[src/rtl/calc_pkg.sv]
// Shared constants for the calculator display: status codes, digit count and
// active-low 7-segment patterns (bit order g..a).
package calc_pkg;

    localparam int NUM_DIGITS = 8;

    localparam logic [1:0] STATUS_ERRO  = 2'b00;
    localparam logic [1:0] STATUS_BUSY  = 2'b01;
    localparam logic [1:0] STATUS_READY = 2'b10;

    typedef logic [3:0] bcd_t;

    localparam logic [6:0] SEG_0     = 7'h40;
    localparam logic [6:0] SEG_1     = 7'h79;
    localparam logic [6:0] SEG_2     = 7'h24;
    localparam logic [6:0] SEG_3     = 7'h30;
    localparam logic [6:0] SEG_4     = 7'h19;
    localparam logic [6:0] SEG_5     = 7'h12;
    localparam logic [6:0] SEG_6     = 7'h02;
    localparam logic [6:0] SEG_7     = 7'h78;
    localparam logic [6:0] SEG_8     = 7'h00;
    localparam logic [6:0] SEG_9     = 7'h10;
    localparam logic [6:0] SEG_DASH  = 7'h3F;
    localparam logic [6:0] SEG_E     = 7'h06;
    localparam logic [6:0] SEG_R     = 7'h2F;
    localparam logic [6:0] SEG_O     = 7'h23;
    localparam logic [6:0] SEG_BLANK = 7'h7F;

    function automatic logic [6:0] seg_digit(input bcd_t v);
        logic [6:0] p;
        case (v)
            4'd0:    p = SEG_0;
            4'd1:    p = SEG_1;
            4'd2:    p = SEG_2;
            4'd3:    p = SEG_3;
            4'd4:    p = SEG_4;
            4'd5:    p = SEG_5;
            4'd6:    p = SEG_6;
            4'd7:    p = SEG_7;
            4'd8:    p = SEG_8;
            4'd9:    p = SEG_9;
            default: p = SEG_DASH;
        endcase
        return p;
    endfunction

    // "Erro" sits on digits 3..0; upper digits stay dark
    function automatic logic [6:0] err_pattern(input logic [2:0] idx);
        logic [6:0] p;
        case (idx)
            3'd3:       p = SEG_E;
            3'd2, 3'd1: p = SEG_R;
            3'd0:       p = SEG_O;
            default:    p = SEG_BLANK;
        endcase
        return p;
    endfunction

endpackage

[src/rtl/seg7_dec.sv]
// Combinational BCD to active-low 7-segment decoder; non-decimal values show a dash.
module seg7_dec
    import calc_pkg::*;
(
    input  logic [3:0] value,
    input  logic       blank,
    output logic [6:0] pattern
);

    always_comb begin
        pattern = seg_digit(value);
        if (blank) begin
            pattern = SEG_BLANK;
        end
    end

endmodule

[src/rtl/calc_display.sv]
// Eight-digit multiplexed display for the calculator: double-buffered digit
// capture, frame commit on busy->ready, sticky error screen and scan refresh.
module calc_display
    import calc_pkg::*;
#(
    parameter int REFRESH_DIV = 50000,
    parameter bit BLANK_LZ    = 1'b1
) (
    input  logic       clock,
    input  logic       reset,
    input  logic [1:0] status,
    input  logic [3:0] data,
    input  logic [3:0] pos,
    output logic [7:0] an,
    output logic [6:0] seg,
    output logic       frame_done,
    output logic       err
);

    localparam int DIV_W = (REFRESH_DIV > 1) ? $clog2(REFRESH_DIV) : 1;
    localparam logic [DIV_W-1:0] DIV_LAST = DIV_W'(REFRESH_DIV - 1);

    logic [3:0]       shadow [NUM_DIGITS];
    logic [3:0]       active [NUM_DIGITS];
    logic [1:0]       status_q;
    logic [DIV_W-1:0] div_cnt;
    logic [2:0]       scan_idx;

    logic             capture;
    logic             commit;
    logic             lz_blank;
    logic [6:0]       dec_pattern;
    logic [6:0]       seg_next;
    logic [7:0]       an_next;

    // pos[3] set means index 8..15, which is dropped
    assign capture = !err && (status == STATUS_BUSY) && !pos[3];
    assign commit  = !err && (status_q == STATUS_BUSY) && (status == STATUS_READY);

    always_ff @(posedge clock or negedge reset) begin
        if (!reset) begin
            for (int i = 0; i < NUM_DIGITS; i++) begin
                shadow[i] <= '0;
                active[i] <= '0;
            end
            status_q   <= STATUS_READY;
            frame_done <= 1'b0;
            err        <= 1'b0;
        end else begin
            status_q   <= status;
            frame_done <= commit;
            if (status == STATUS_ERRO) begin
                err <= 1'b1;
            end
            if (capture) begin
                shadow[pos[2:0]] <= data;
            end
            if (commit) begin
                for (int i = 0; i < NUM_DIGITS; i++) begin
                    active[i] <= shadow[i];
                end
            end
        end
    end

    always_ff @(posedge clock or negedge reset) begin
        if (!reset) begin
            div_cnt  <= '0;
            scan_idx <= 3'd0;
        end else if (div_cnt == DIV_LAST) begin
            div_cnt  <= '0;
            scan_idx <= scan_idx + 3'd1;
        end else begin
            div_cnt <= div_cnt + DIV_W'(1);
        end
    end

    // A digit is a leading zero when it and every higher digit are zero
    always_comb begin
        lz_blank = 1'b0;
        if (BLANK_LZ && (scan_idx != 3'd0)) begin
            lz_blank = 1'b1;
            for (int i = 0; i < NUM_DIGITS; i++) begin
                if ((i >= int'(scan_idx)) && (active[i] != 4'd0)) begin
                    lz_blank = 1'b0;
                end
            end
        end
    end

    seg7_dec u_seg7_dec (
        .value   (active[scan_idx]),
        .blank   (lz_blank),
        .pattern (dec_pattern)
    );

    always_comb begin
        seg_next = dec_pattern;
        if (err) begin
            seg_next = err_pattern(scan_idx);
        end
        an_next = ~(8'h01 << scan_idx);
    end

    always_ff @(posedge clock or negedge reset) begin
        if (!reset) begin
            an  <= 8'hFF;
            seg <= SEG_BLANK;
        end else begin
            an  <= an_next;
            seg <= seg_next;
        end
    end

endmodule

[config.mk]
export PLATFORM = sky130hd
export DESIGN_NAME = calc_display
export DESIGN_NICKNAME = d
export VERILOG_FILES = /design/src/rtl/calc_pkg.sv /design/src/rtl/seg7_dec.sv /design/src/rtl/calc_display.sv
export SDC_FILE = /design/constraint.sdc
export NUM_CORES = 1
export LEC_CHECK = 0
export CAP_MARGIN = 30
export CORE_MARGIN = 2
export CORE_UTILIZATION = 53
export CTS_CLUSTER_DIAMETER = 200
export DETAILED_ROUTE_END_ITERATION = 10
export PLACE_DENSITY = 0.75
export SLEW_MARGIN = 20
export SYNTH_ARGS = -nofsm -noshare
export SYNTH_HDL_FRONTEND = slang
export SYNTH_HIERARCHICAL = 1
export SYNTH_SLANG_ARGS = --single-unit
[constraint.sdc]
create_clock -name clock -period 2.35 [get_ports clock]
set_input_delay 0.5875 -clock clock [delete_from_list [all_inputs] [get_ports clock]]
set_output_delay 0.5875 -clock clock [all_outputs]
set_load 0.01 [all_outputs]
==> results.md <==
- Vias: slightly below 3000
- XOR/XNOR Fraction of Synth Area: 0.02449
- Final #Nets: 422
- Clock Sinks: 102
- Drt first pass iters: 5
- Die Area: around 9500 um2
- Tcrit/Tclk final: 0.9374
- Syn Inst Count: 353
- Drt wl/cell: between 15 and 20 um
- Hpwl dp: 5852 um
- Chip width: approximately 98 um
- PortBufs: 28
- # diodes: 0
- Fmax achieved: around 450 MHz
- Simple-Gate Fraction of Synth Area: 0.1335
- Initial antenna violation count: 0
- Area occupied by multi-input gates: around 2000 um2
- Post-synth EDFFs: 0
- PnR worst setup slack: 0.1472 ns
- Dominant cells by area after synthesis: dfrtp_1 (46%), mux2_2 (16%), dfstp_2 (9.0%)
- Met3 usage: 0.05324
- Count of final setup violators: 0
- Hold Fails Final Rpt: 0
- Worst VDD drop: 0.2747 mV
- Slew HR: 0.6370
- Most used DFF post-synth: dfrtp_1
- CP required: 2.65 ns
- Share of cells above drive strength 1: 0.3573
- Critical path arrival: approximately 2.5 ns
- Via density: approximately 5.6
- CP Max Fanout: 7
- Worst-path clk slew: 0.10 ns
- H-Tree Depth: 3
- Die Span Y: a little under 100 um
- RSZ-0062 raised after global routing: no
- Area leader, netlist: dfrtp_1
- Crit path capture type: flop
- CTS Hold Bufs: 0
- Largest family of logic cells by synthesized area: multiplexers
- Design Area, Final: ~5400 um2
- Gr ovfl total: 0
- Kind of critical path: reg2reg
- Vias in the first global route: around 2800
- Post-route ant nets: 0
- Yosys reg bits: slightly above 100
- Pwr Density: 547.6 nW/um2
- Worst Hold Class: in2async
- Leak pwr: around 2.5 nW
- Initial Util: 0.5411
- Syn_nets: 377
- Met1 Usage GRT: 0.2830
- Final min period: roughly 2.2 ns
- Gr usage total: 0.1931
- Top-area cell type share of the netlist area: 0.4629
- CTS tree: yes
- Area Overhead vs Synth: 15.90%
- Gpl congestion: 0.8444
- Setup Skew: 0.01509 ns
- Status: complete, no violations
- First-pass GRT wire length: 14550 um
- Synth Area in Adders: 0.03229
- Core Region: 8593 um2
- Syn avg cell area: about 13 um2
- Sum Neg Setup Slack: 0 ns
- Final Instance Count excl. Fillers: between 500 and 600
- GR Util met2: 0.2875
- Fin util: 0.6271
- Final Max Slew Viols: 0
- Register area share after synthesis: 0.5533
- 1st-iter DRT viols: 130
- CTS Buffer Depth: 2
- TritonCTS Buffers: 9
- Clk Latency, worst-skew pair: 0.37 ns
- DRC: 0
- Global routing's busiest layer: met2
- Max-cap violations: 0
- Syn. warnings: 6
- FP Rows: 34
- Synth Cell Area: around 4600 um2
- Place WS: -0.05387 ns
- Post-synthesis cell type count: just under 50
- Placed Instances: around 500
- Pin count of the biggest net entering global routing: 103
- Root buffer cell: clkbuf_8
- Ports: 29
- Compound-Gate Fraction of Synth Area: 0.04010
- Startpoint types: flop
- Sequential Area: roughly 2600 um2
- Post-DP Area: between 5000 and 6000 um2
- Least-Margin Pin Slew: between 0.5 and 0.6 ns
- Mux contribution to synthesized area: 0.1962
- FFs w/ async S/R, synth: 1.000
- Fillers: around 670
- Drt total wl: 8531 um
synth_stat cells, drive strengths merged, types with 4 or more instances:
| library cell | count |
|---|---|
| xnor2 | 8 |
| xor2 | 5 |
| clkbuf | 4 |
| inv | 8 |
| nand3 | 4 |
| dfrtp | 86 |
| nand2 | 28 |
| mux4 | 8 |
| dfstp | 16 |
| nor4 | 8 |
| o21ai | 8 |
| nor2 | 27 |
| and3 | 4 |
| and4 | 4 |
| ha | 12 |
| nand2b | 5 |
| buf | 8 |
| mux2 | 65 |
| a21oi | 7 |
worst max-delay path: stages (launching register included):
cell,delay (ns)
dfrtp_1,0.43
buf_12,0.15
mux4_2,0.50
nand2_1,0.11
nand2_2,0.11
inv_1,0.12
ha_1,0.25
nor4bb_2,0.17
nor2_1,0.13
nor2_1,0.06
a21oi_1,0.12
state kept, by name (all words and copies together), names as in the netlist:
register / flops
active: 32
an: 8
div_cnt: 16
err: 1
frame_done: 1
scan_idx: 3
seg: 7
shadow: 32
status_q: 2
timing repair:
item,in CTS,in global routing
setup endpoints to repair,0,5
gates resized for setup,0,8
buffers inserted,0,2
layout by cell type (no fill, tap or decap), drive strengths merged, types with 7 or more instances in the layout:
cell type,n
nor4,8
mux4,8
buf,19
inv,12
clkdlybuf4s50,27
nand2,28
a21oi,7
dfstp,16
xnor2,8
nor2,27
mux2,65
clkbuf,10
o21ai,8
dfrtp,86
ha,12
cell families (layout without fill, tap and decap cells):
family	after synthesis	in the layout
simple gates	104	104
flops	102	102
mux	73	73
compound gates	28	28
buf+inv	21	71
xor+xnor	13	13
fa+ha+maj	12	12
routing by layer:
layer | vias up | part of all wire
met5 | - | 0
li1 | 1346 | -
met3 | 13 | 0.033
met1 | 1470 | 0.48
met4 | 0 | 0.015
met2 | 54 | 0.48
path summary, 6_finish.rpt:
| path | start | end | slack [ns] | depth (start not counted) |
|---|---|---|---|---|
| setup / recovery | scan_idx[0]$_DFFE_PN0N_ | seg[3]$_DFF_PN1_ | 0.15 | 10 |
| hold / removal | reset | err$_DFFE_PN0N_ | 0.22 | 2 |
| setup reg to reg | scan_idx[0]$_DFFE_PN0N_ | seg[3]$_DFF_PN1_ | 0.15 | 10 |
| hold reg to reg | div_cnt[0]$_DFF_PN0_ | div_cnt[0]$_DFF_PN0_ | 0.50 | 1 |
| max in group asynchronous | reset | active[14]$_DFFE_PN0P_ | 1.69 | 2 |
| min in group clock | div_cnt[0]$_DFF_PN0_ | div_cnt[0]$_DFF_PN0_ | 0.50 | 1 |
stage by stage:
step | hold WS (ns) | total power [mW]
detailed placement | 0.4850 | 1.929
floorplan | 0.2919 | 1.843
CTS | 0.2797 | 2.988
global placement | 0.4760 | 1.925
global route | 0.2761 | 3.092
finish | 0.2193 | 2.951
cell type report:
cell class	instances	area share
tap	108	0.02508
sequential	102	0.4774
clock buffer	10	0.02554
multi-input combinational	230	0.3731
timing repair buffer	46	0.08358
inverter	9	0.006269
clock inverter	6	0.009055
power breakdown:
part | internal [mW] | switching (mW)
clock network | 0.430 | 0.628
registers | 1.78 | 0.0105
logic | 0.0440 | 0.0634
total | 2.25 | 0.702
Power figures use the tool's default switching activity.
